### config.mk
export PLATFORM = sky130hd
export DESIGN_NAME = rf_wb_scheduler
export DESIGN_NICKNAME = d
export VERILOG_FILES = /design/src/rtl/rf_wb_scheduler.sv
export SDC_FILE = /design/constraint.sdc
export NUM_CORES = 1
export LEC_CHECK = 0
export CAP_MARGIN = 20
export CORE_ASPECT_RATIO = 1.75
export CORE_MARGIN = 2
export CORE_UTILIZATION = 42
export DETAILED_ROUTE_END_ITERATION = 10
export PLACE_DENSITY = 0.82
export SYNTH_ARGS = -nofsm -noshare
export SYNTH_HDL_FRONTEND = slang
export SYNTH_SLANG_ARGS = --single-unit
### constraint.sdc
create_clock -name clk -period 2.8 [get_ports clk]
set_clock_uncertainty 0.2 [all_clocks]
set_input_delay 0.42 -clock clk [delete_from_list [all_inputs] [get_ports clk]]
set_output_delay 0.42 -clock clk [all_outputs]
set_load 0.1 [all_outputs]
### src/rtl/rf_wb_scheduler.sv
// Write-back scheduler: round-robin arbitration of NUM_REQ requesters onto the
// single register-file write port, plus the per-register pending-write scoreboard.
module rf_wb_scheduler #(
  parameter int ADDR_WIDTH = 5,
  parameter int DATA_WIDTH = 32,
  parameter int NUM_REQ    = 3
) (
  input  logic                          clk,
  input  logic                          rst,
  input  logic [NUM_REQ-1:0]            req_valid,
  output logic [NUM_REQ-1:0]            req_ready,
  input  logic [NUM_REQ*ADDR_WIDTH-1:0] req_addr,
  input  logic [NUM_REQ*DATA_WIDTH-1:0] req_data,
  output logic                          rf_wen,
  output logic [ADDR_WIDTH-1:0]         rf_waddr,
  output logic [DATA_WIDTH-1:0]         rf_wdata,
  input  logic                          sb_set,
  input  logic [ADDR_WIDTH-1:0]         sb_set_addr,
  input  logic                          sb_flush,
  input  logic [ADDR_WIDTH-1:0]         sb_q1_addr,
  input  logic [ADDR_WIDTH-1:0]         sb_q2_addr,
  output logic                          sb_q1_busy,
  output logic                          sb_q2_busy,
  output logic [(2**ADDR_WIDTH)-1:0]    busy_vec
);

  localparam int NREG  = 2**ADDR_WIDTH;
  localparam int PTR_W = (NUM_REQ > 1) ? $clog2(NUM_REQ) : 1;

  logic [PTR_W-1:0]      ptr_r;
  logic [PTR_W-1:0]      gidx_s;
  logic                  found_s;
  logic                  xfer_s;
  logic [ADDR_WIDTH-1:0] gaddr_s;
  logic [DATA_WIDTH-1:0] gdata_s;
  logic                  rf_wen_r;
  logic [ADDR_WIDTH-1:0] rf_waddr_r;
  logic [DATA_WIDTH-1:0] rf_wdata_r;
  logic [NREG-1:0]       busy_r;
  logic [NREG-1:0]       busy_nxt_s;

  // Round-robin search from the pointer upward; looks only at req_valid
  always_comb begin
    int idx;
    gidx_s  = '0;
    found_s = 1'b0;
    idx     = 0;
    for (int k = 0; k < NUM_REQ; k++) begin
      idx = (int'(ptr_r) + k) % NUM_REQ;
      if (!found_s && req_valid[PTR_W'(idx)]) begin
        found_s = 1'b1;
        gidx_s  = PTR_W'(idx);
      end else begin
        found_s = found_s;
      end
    end
  end

  assign xfer_s    = found_s & rst;
  assign req_ready = xfer_s ? ({{(NUM_REQ-1){1'b0}}, 1'b1} << gidx_s) : '0;
  assign gaddr_s   = req_addr[gidx_s*ADDR_WIDTH +: ADDR_WIDTH];
  assign gdata_s   = req_data[gidx_s*DATA_WIDTH +: DATA_WIDTH];

  // Pointer moves just past the winner so it has lowest priority next time
  always_ff @(posedge clk) begin
    if (!rst) begin
      ptr_r <= '0;
    end else if (xfer_s) begin
      ptr_r <= (gidx_s == PTR_W'(NUM_REQ-1)) ? '0 : gidx_s + PTR_W'(1);
    end else begin
      ptr_r <= ptr_r;
    end
  end

  // Registered write port; x0 writes are consumed but never enabled
  always_ff @(posedge clk) begin
    if (!rst) begin
      rf_wen_r   <= 1'b0;
      rf_waddr_r <= '0;
      rf_wdata_r <= '0;
    end else if (xfer_s) begin
      rf_wen_r   <= (gaddr_s != '0);
      rf_waddr_r <= gaddr_s;
      rf_wdata_r <= gdata_s;
    end else begin
      rf_wen_r   <= 1'b0;
      rf_waddr_r <= rf_waddr_r;
      rf_wdata_r <= rf_wdata_r;
    end
  end

  // Scoreboard next state: flush beats everything, set beats clear
  always_comb begin
    busy_nxt_s = busy_r;
    if (sb_flush) begin
      busy_nxt_s = '0;
    end else begin
      if (rf_wen_r) begin
        busy_nxt_s[rf_waddr_r] = 1'b0;
      end else begin
        busy_nxt_s = busy_nxt_s;
      end
      if (sb_set && (sb_set_addr != '0)) begin
        busy_nxt_s[sb_set_addr] = 1'b1;
      end else begin
        busy_nxt_s = busy_nxt_s;
      end
    end
  end

  // Scoreboard register
  always_ff @(posedge clk) begin
    if (!rst) begin
      busy_r <= '0;
    end else begin
      busy_r <= busy_nxt_s;
    end
  end

  assign rf_wen     = rf_wen_r;
  assign rf_waddr   = rf_waddr_r;
  assign rf_wdata   = rf_wdata_r;
  assign busy_vec   = busy_r;
  assign sb_q1_busy = busy_r[sb_q1_addr];
  assign sb_q2_busy = busy_r[sb_q2_addr];

endmodule
# --- After elaboration in Yosys (flattened, before gate mapping) ---
# Cells that the tools add are included.
classes:
  n_div: 3
  bitwise_logic: 5
  addsub: 3
  mul: 1
  n_mux: 28
  reduce_logical: 11
  eq_ne: 1
  n_shift: 3
  order_cmp: 9
ops:
  columns: ["op", "count"]
  rows:
  - ["32-bit 2-to-1 mux", 3]
  - ["96-bit by 8-bit variable part select with 32-bit output", 1]
  - ["32-bit by 3-bit modulo with 32-bit output, second input constant", 2]
  - ["32-bit bitwise AND", 1]
  - ["3-bit by 3-bit modulo with 32-bit output, second input constant", 1]
  - ["32-bit NOT", 1]
  - ["32-bit bitwise OR", 1]
  - ["5-bit by 6-bit less-than comparator with 1-bit output, second input constant", 4]
  - ["15-bit by 6-bit variable part select with 5-bit output", 1]
  - ["1-bit 2-to-1 mux", 13]
  - ["2-bit by 4-bit less-than comparator with 1-bit output, second input constant", 3]
  - ["1-bit binary-select mux with 5-bit select", 2]
  - ["1-bit demux with 5-bit select", 2]
  - ["5-bit by 1-bit greater-or-equal comparator with 1-bit output, second input constant", 2]
  - ["5-bit nonzero test", 2]
  - ["2-bit 2-to-1 mux", 4]
  - ["1-bit binary-select mux with 2-bit select", 3]
  - ["1-bit logical AND", 5]
  - ["2-bit by 3-bit multiplier with 5-bit output, second input constant", 1]
  - ["2-bit by 1-bit adder with 3-bit output, second input constant", 1]
  - ["2-bit by 2-bit adder with 3-bit output, second input constant", 1]
  - ["3-bit 2-to-1 mux", 1]
  - ["1-bit by 2-bit left shift with 3-bit output, first input constant", 1]
  - ["2-bit by 1-bit adder with 2-bit output, second input constant", 1]
  - ["6 further kinds", 7]
totals:
  ramBits: 0
  ff_bits: 72
  in_bits: 133
  wordCells: 69
  romBits: 0
  latchBits: 0
  memories: 0

# --- Depth between registers and ports, before layout ---
logic_depth:
  word_depth: 14
  depth_mapped: 11
  depth_no_buf: 8

# --- Worst setup path before layout ---
# Ideal clock, no wire load.
synth_path:
  kind: "register to output"
  from: "register ptr_r[0]"
  to: "output port req_ready[0]"
  arrival_time_ps: 3871
  path_buffers: 2
  stages_incl_launch_ff: 10
  path_slack_ps: -1691
  path_cell_list: "dfxtp_1 > inv_1 > ha_1 > buf_2 > nand3b_1 > o31ai_1 > a221o_4 > buf_6 > and2_4 > nor3_1"
synth_between:
  elab_chain_cells: 13
synth_lines:
  columns: ["element", "line", "source"]
  rows:
  - ["start, declared", "30", "logic [PTR_W-1:0] ptr_r;"]
  - ["start signal, assigned", "69", "ptr_r <= (gidx_s == PTR_W'(NUM_REQ-1)) ? '0 : gidx_s + PTR_W'(1);"]
  - ["start signal, assigned", "71", "ptr_r <= ptr_r;"]
  - ["branches (longest 12 deep; another with 32-bit by 3-bit modulo with 32-bit output)", null, null]
  - ["3-bit 2-to-1 mux *", "60", "assign req_ready = xfer_s ? ({{(NUM_REQ-1){1'b0}}, 1'b1} << gidx_s) : '0;"]
  - ["end, declared", "11", "output logic [NUM_REQ-1:0] req_ready,"]
# Every way passes the cells marked *. The select of a mux whose other input is x is not followed.

# --- Final worst setup path ---
layout_path:
  from: "register ptr_r[1]"
  to: "output port req_ready[0]"
# Same word-level chain as after synthesis.

==> run_results.csv <==
group,metric,value,unit
outcome,run_status,"complete, but fails checks",
outcome,failed_checks,"negative setup slack",
synthesis,syn_area_per_cell,8.80,um^2
power,combPwrFrac,69.6,%
placed_design,place.gp.congestion,0.909,
clocking,cts_buffers,9,
grt,track_usage,29.2,%
worst_setup_path,max_stage_delay,0.37,ns
routing,drt_drc_violations_left,0,
finish,layout.nets,858,
worst_setup_path,cp_slowest_cell,"dfxtp_4",
sta,slew_headroom,62.8,%
worst_hold_path,min_from,"rf_wdata[8]",
sta,fin_crit,2.92,ns
power,switching_share,52.7,%
sta,setup_violations,3,
synthesis,synthTopCellsByArea,"dfxtp_1 (32%), a211oi_2 (11%), mux4_2 (10%)",
worst_setup_path,r2r-start,"ptr_r[1]",
synthesis,synth_ff_type,"dfxtp_1",
floorplan,die_y,141,um
worst_setup_path,crit_type,"flip-flop to output port",
floorplan,initial_core_util,43.4,%
floorplan,io_pins,208,
worst_setup_path,worstPathArrival,2.30,ns
worst_setup_path,crit_path_end_kind,"output port",
routing,initialDrtViolationCount,305,
sta,drv_slew,0,
grt,first_global_vias,5291,
floorplan,core,10300,um^2
sta,hold_slack,0.244,ns
power,p_sw,0.00441,W
sta,fmax,342,MHz
worst_setup_path,r2r_cells,10,
synthesis,synth-edff-count,0,
clocking,htree_num_levels,3,
clocking,clk_latency,0.33,ns
grt,grt_first_pass_wirelength,25.9,mm
placed_design,portBuffers,207,
sta,setup_tns,-0.252,ns
floorplan,dieArea,11500,um^2
power,ir_drop,0.00120,V
finish,syn2layout_area_growth,60.9,%
grt,antenna_found_initial,0,
routing,routedWlPerCell,19.7,um
floorplan,fp-row-count,49,
finish,final_cells,853,
placed_design,dp.cells,828,
routing,drt-total-wl,16.8,mm
synthesis,yosysTopAreaCell,"dfxtp_1",
synthesis,syn_inst,508,
sta,worstMarginPinSlew,0.551,ns
synthesis,synth_fp_nets,645,
synthesis,synthArstFlopShare,0,%
power,clkPwrFrac,12.6,%
routing,drtPass1Iterations,4,
synthesis,synth.cell_area,4470,um^2
finish,fin_area,7200,um^2
power,power.density,1160,nW/um^2
worst_setup_path,cp_cell_sequence,"inv_4, ha_4, mux2i_4, o21ai_4, a221o_4, and2_4, nor3_4, buf_12",
synthesis,synth.cells.most_frequent,"dfxtp_1 (72), nand2_1 (71), o21ai_0 (69)",
sta,period_share,104,%
synthesis,synth-seq-cells,72,
finish,drive_gt1_share,30.9,%
finish,n_antenna_cell,0,
placed_design,placed_area,6780,um^2
worst_setup_path,regToRegSetupSlack,0.20,ns
synthesis,ys_seq_area_share,32.2,%
floorplan,die_x,82,um
worst_hold_path,min_delay_worst_endpoint,"rf_wdata[8]",
routing,viasPerCell,5.98,
clocking,path_clk_slew,0.06,ns
power,p_leak,2.78,nW
grt,grt.overflow.total,0,
placed_design,dpl.hpwl,12.7,mm
clocking,cts_tree,"built",
grt,grt_max_degree,41,
synthesis,yosysMostFrequentCell,"dfxtp_1",
routing,ant_nets,0,
synthesis,synth_top_area_share,32.2,%
worst_hold_path,min_path_type,"flip-flop to flip-flop",
synthesis,synth.distinct_cells,49,
clocking,cts-root-buf,"clkbuf_16",
synthesis,ys.warnings.count,0,
power,seq_power_share,17.8,%
worst_setup_path,path_max_fanout,4,
power,power,0.00837,W
worst_hold_path,hold_path_depth,2,
sta,finalWorstSetupSlack,-0.122,ns
clocking,clock-sinks,72,
worst_setup_path,critPathLaunch,"ptr_r[1]",
worst_setup_path,start_kind,"flip-flop",
job,cap_violations,0,
power,internal_power,0.00396,W
worst_setup_path,rr_endpoint,"rf_wdata[31]",
sta,grt_setup_unrepaired,"true",
sta,hold_viol,0,
routing,vias,5104,
worst_setup_path,cp.required,2.18,ns
clocking,cts_buffer_depth,2,
## state kept, by name, summed over array words and instances (netlist names)
signal    cells
busy_vec     32
ptr_r         2
rf_waddr      5
rf_wdata     32
rf_wen        1
## layout by cell type (no fill, tap or decap), types with 2 or more instances in the layout
cell	instances
o21ai_2	2
dlygate4sd2_1	3
o21ai_1	37
nor3_4	3
dfxtp_4	2
inv_2	2
clkbuf_16	9
a211oi_2	38
nand2b_1	2
buf_12	15
nor2b_1	2
or3_1	4
a21oi_1	33
and3_1	37
nor3b_1	5
or3b_2	2
dfxtp_1	70
nand2_1	70
inv_1	2
buf_4	95
nand3b_1	10
clkdlybuf4s50_1	126
clkinv_2	2
nand3_1	4
o21ai_4	2
ha_4	2
mux2_4	3
o211ai_1	2
buf_6	4
buf_2	2
and3_4	2
clkbuf_1	3
and3b_1	4
mux2i_4	2
nor2_1	7
mux4_2	20
o21ai_0	68
## final cells by class
cell class              count  area [um^2]
multi-input cells         387         2930
flip-flops and latches     72         1450
well taps                 127          159
clock buffers              13          250
fillers                   822         3100
inverters                   5         21.3
clock inverters             3         17.5
repair buffers            246         2370
## through the flow
| stage | util (%) | worst slack, ns |
|---|---|---|
| finish | 69.9 | -0.122 |
| global route | 69.9 | -0.165 |
| CTS | 69.7 | -0.0870 |
| detailed placement | 65.8 | -0.365 |
| global placement | 65.8 | -0.341 |
| floorplan | - | -0.335 |
## what timing repair did
item / CTS / global route
resized for setup: 31 / 7
pin swaps: 9 / 7
hold buffers: 0 / 0
buffers inserted: 10 / 0
endpoints found under the setup margin: 5 / 3
## power by group through the flow
stage	sequential, W	clock (W)	combinational, W
2_1_floorplan	0.00291	0	0.00260
3_3_place_gp	0.00148	0	0.00548
3_5_place_dp	0.00150	0	0.00558
4_1_cts	0.00148	0.00106	0.00576
5_1_grt	0.00151	0.00109	0.00610
6_report	0.00149	0.00105	0.00583
## worst max path at each step
stage	endpoint	cells past startpoint
4_1_cts	req_ready[2]	8
6_report	req_ready[0]	8
3_3_place_gp	sb_q1_busy	6
5_1_grt	req_ready[0]	8
2_1_floorplan	req_ready[0]	9
3_5_place_dp	sb_q1_busy	6
## critical path, delay by kind of cell (launching register included)
| family | cells | cell delay (ns) |
|---|---|---|
| multiplexers | 1 | 0.32 |
| flip-flops | 1 | 0.37 |
| AND/OR/NAND/NOR | 2 | 0.39 |
| buffers and inverters | 2 | 0.27 |
| adder cells (fa/ha/maj) | 1 | 0.17 |
| AO/OA/AOI/OAI | 2 | 0.44 |
## per-layer routing
metal	global-route usage, %	vias to the layer above	wire length [um]	part of all wire (%)
met2	53.2	319	8990	53
li1	-	2305	-	-
met4	18.2	0	983	5.8
met5	0	-	0	0
met3	7.60	82	1420	8.4
met1	27.6	2398	5430	32
## logic make-up after synthesis
kind of cell | share of synthesized area (%)
AND/OR/NAND/NOR | 19.8
buffers and inverters | 5.74
multiplexers | 11.8
AO/OA/AOI/OAI | 29.4
adder cells (fa/ha/maj) | 1.12
flip-flops | 32.2
Power figures use the tool's default switching activity.
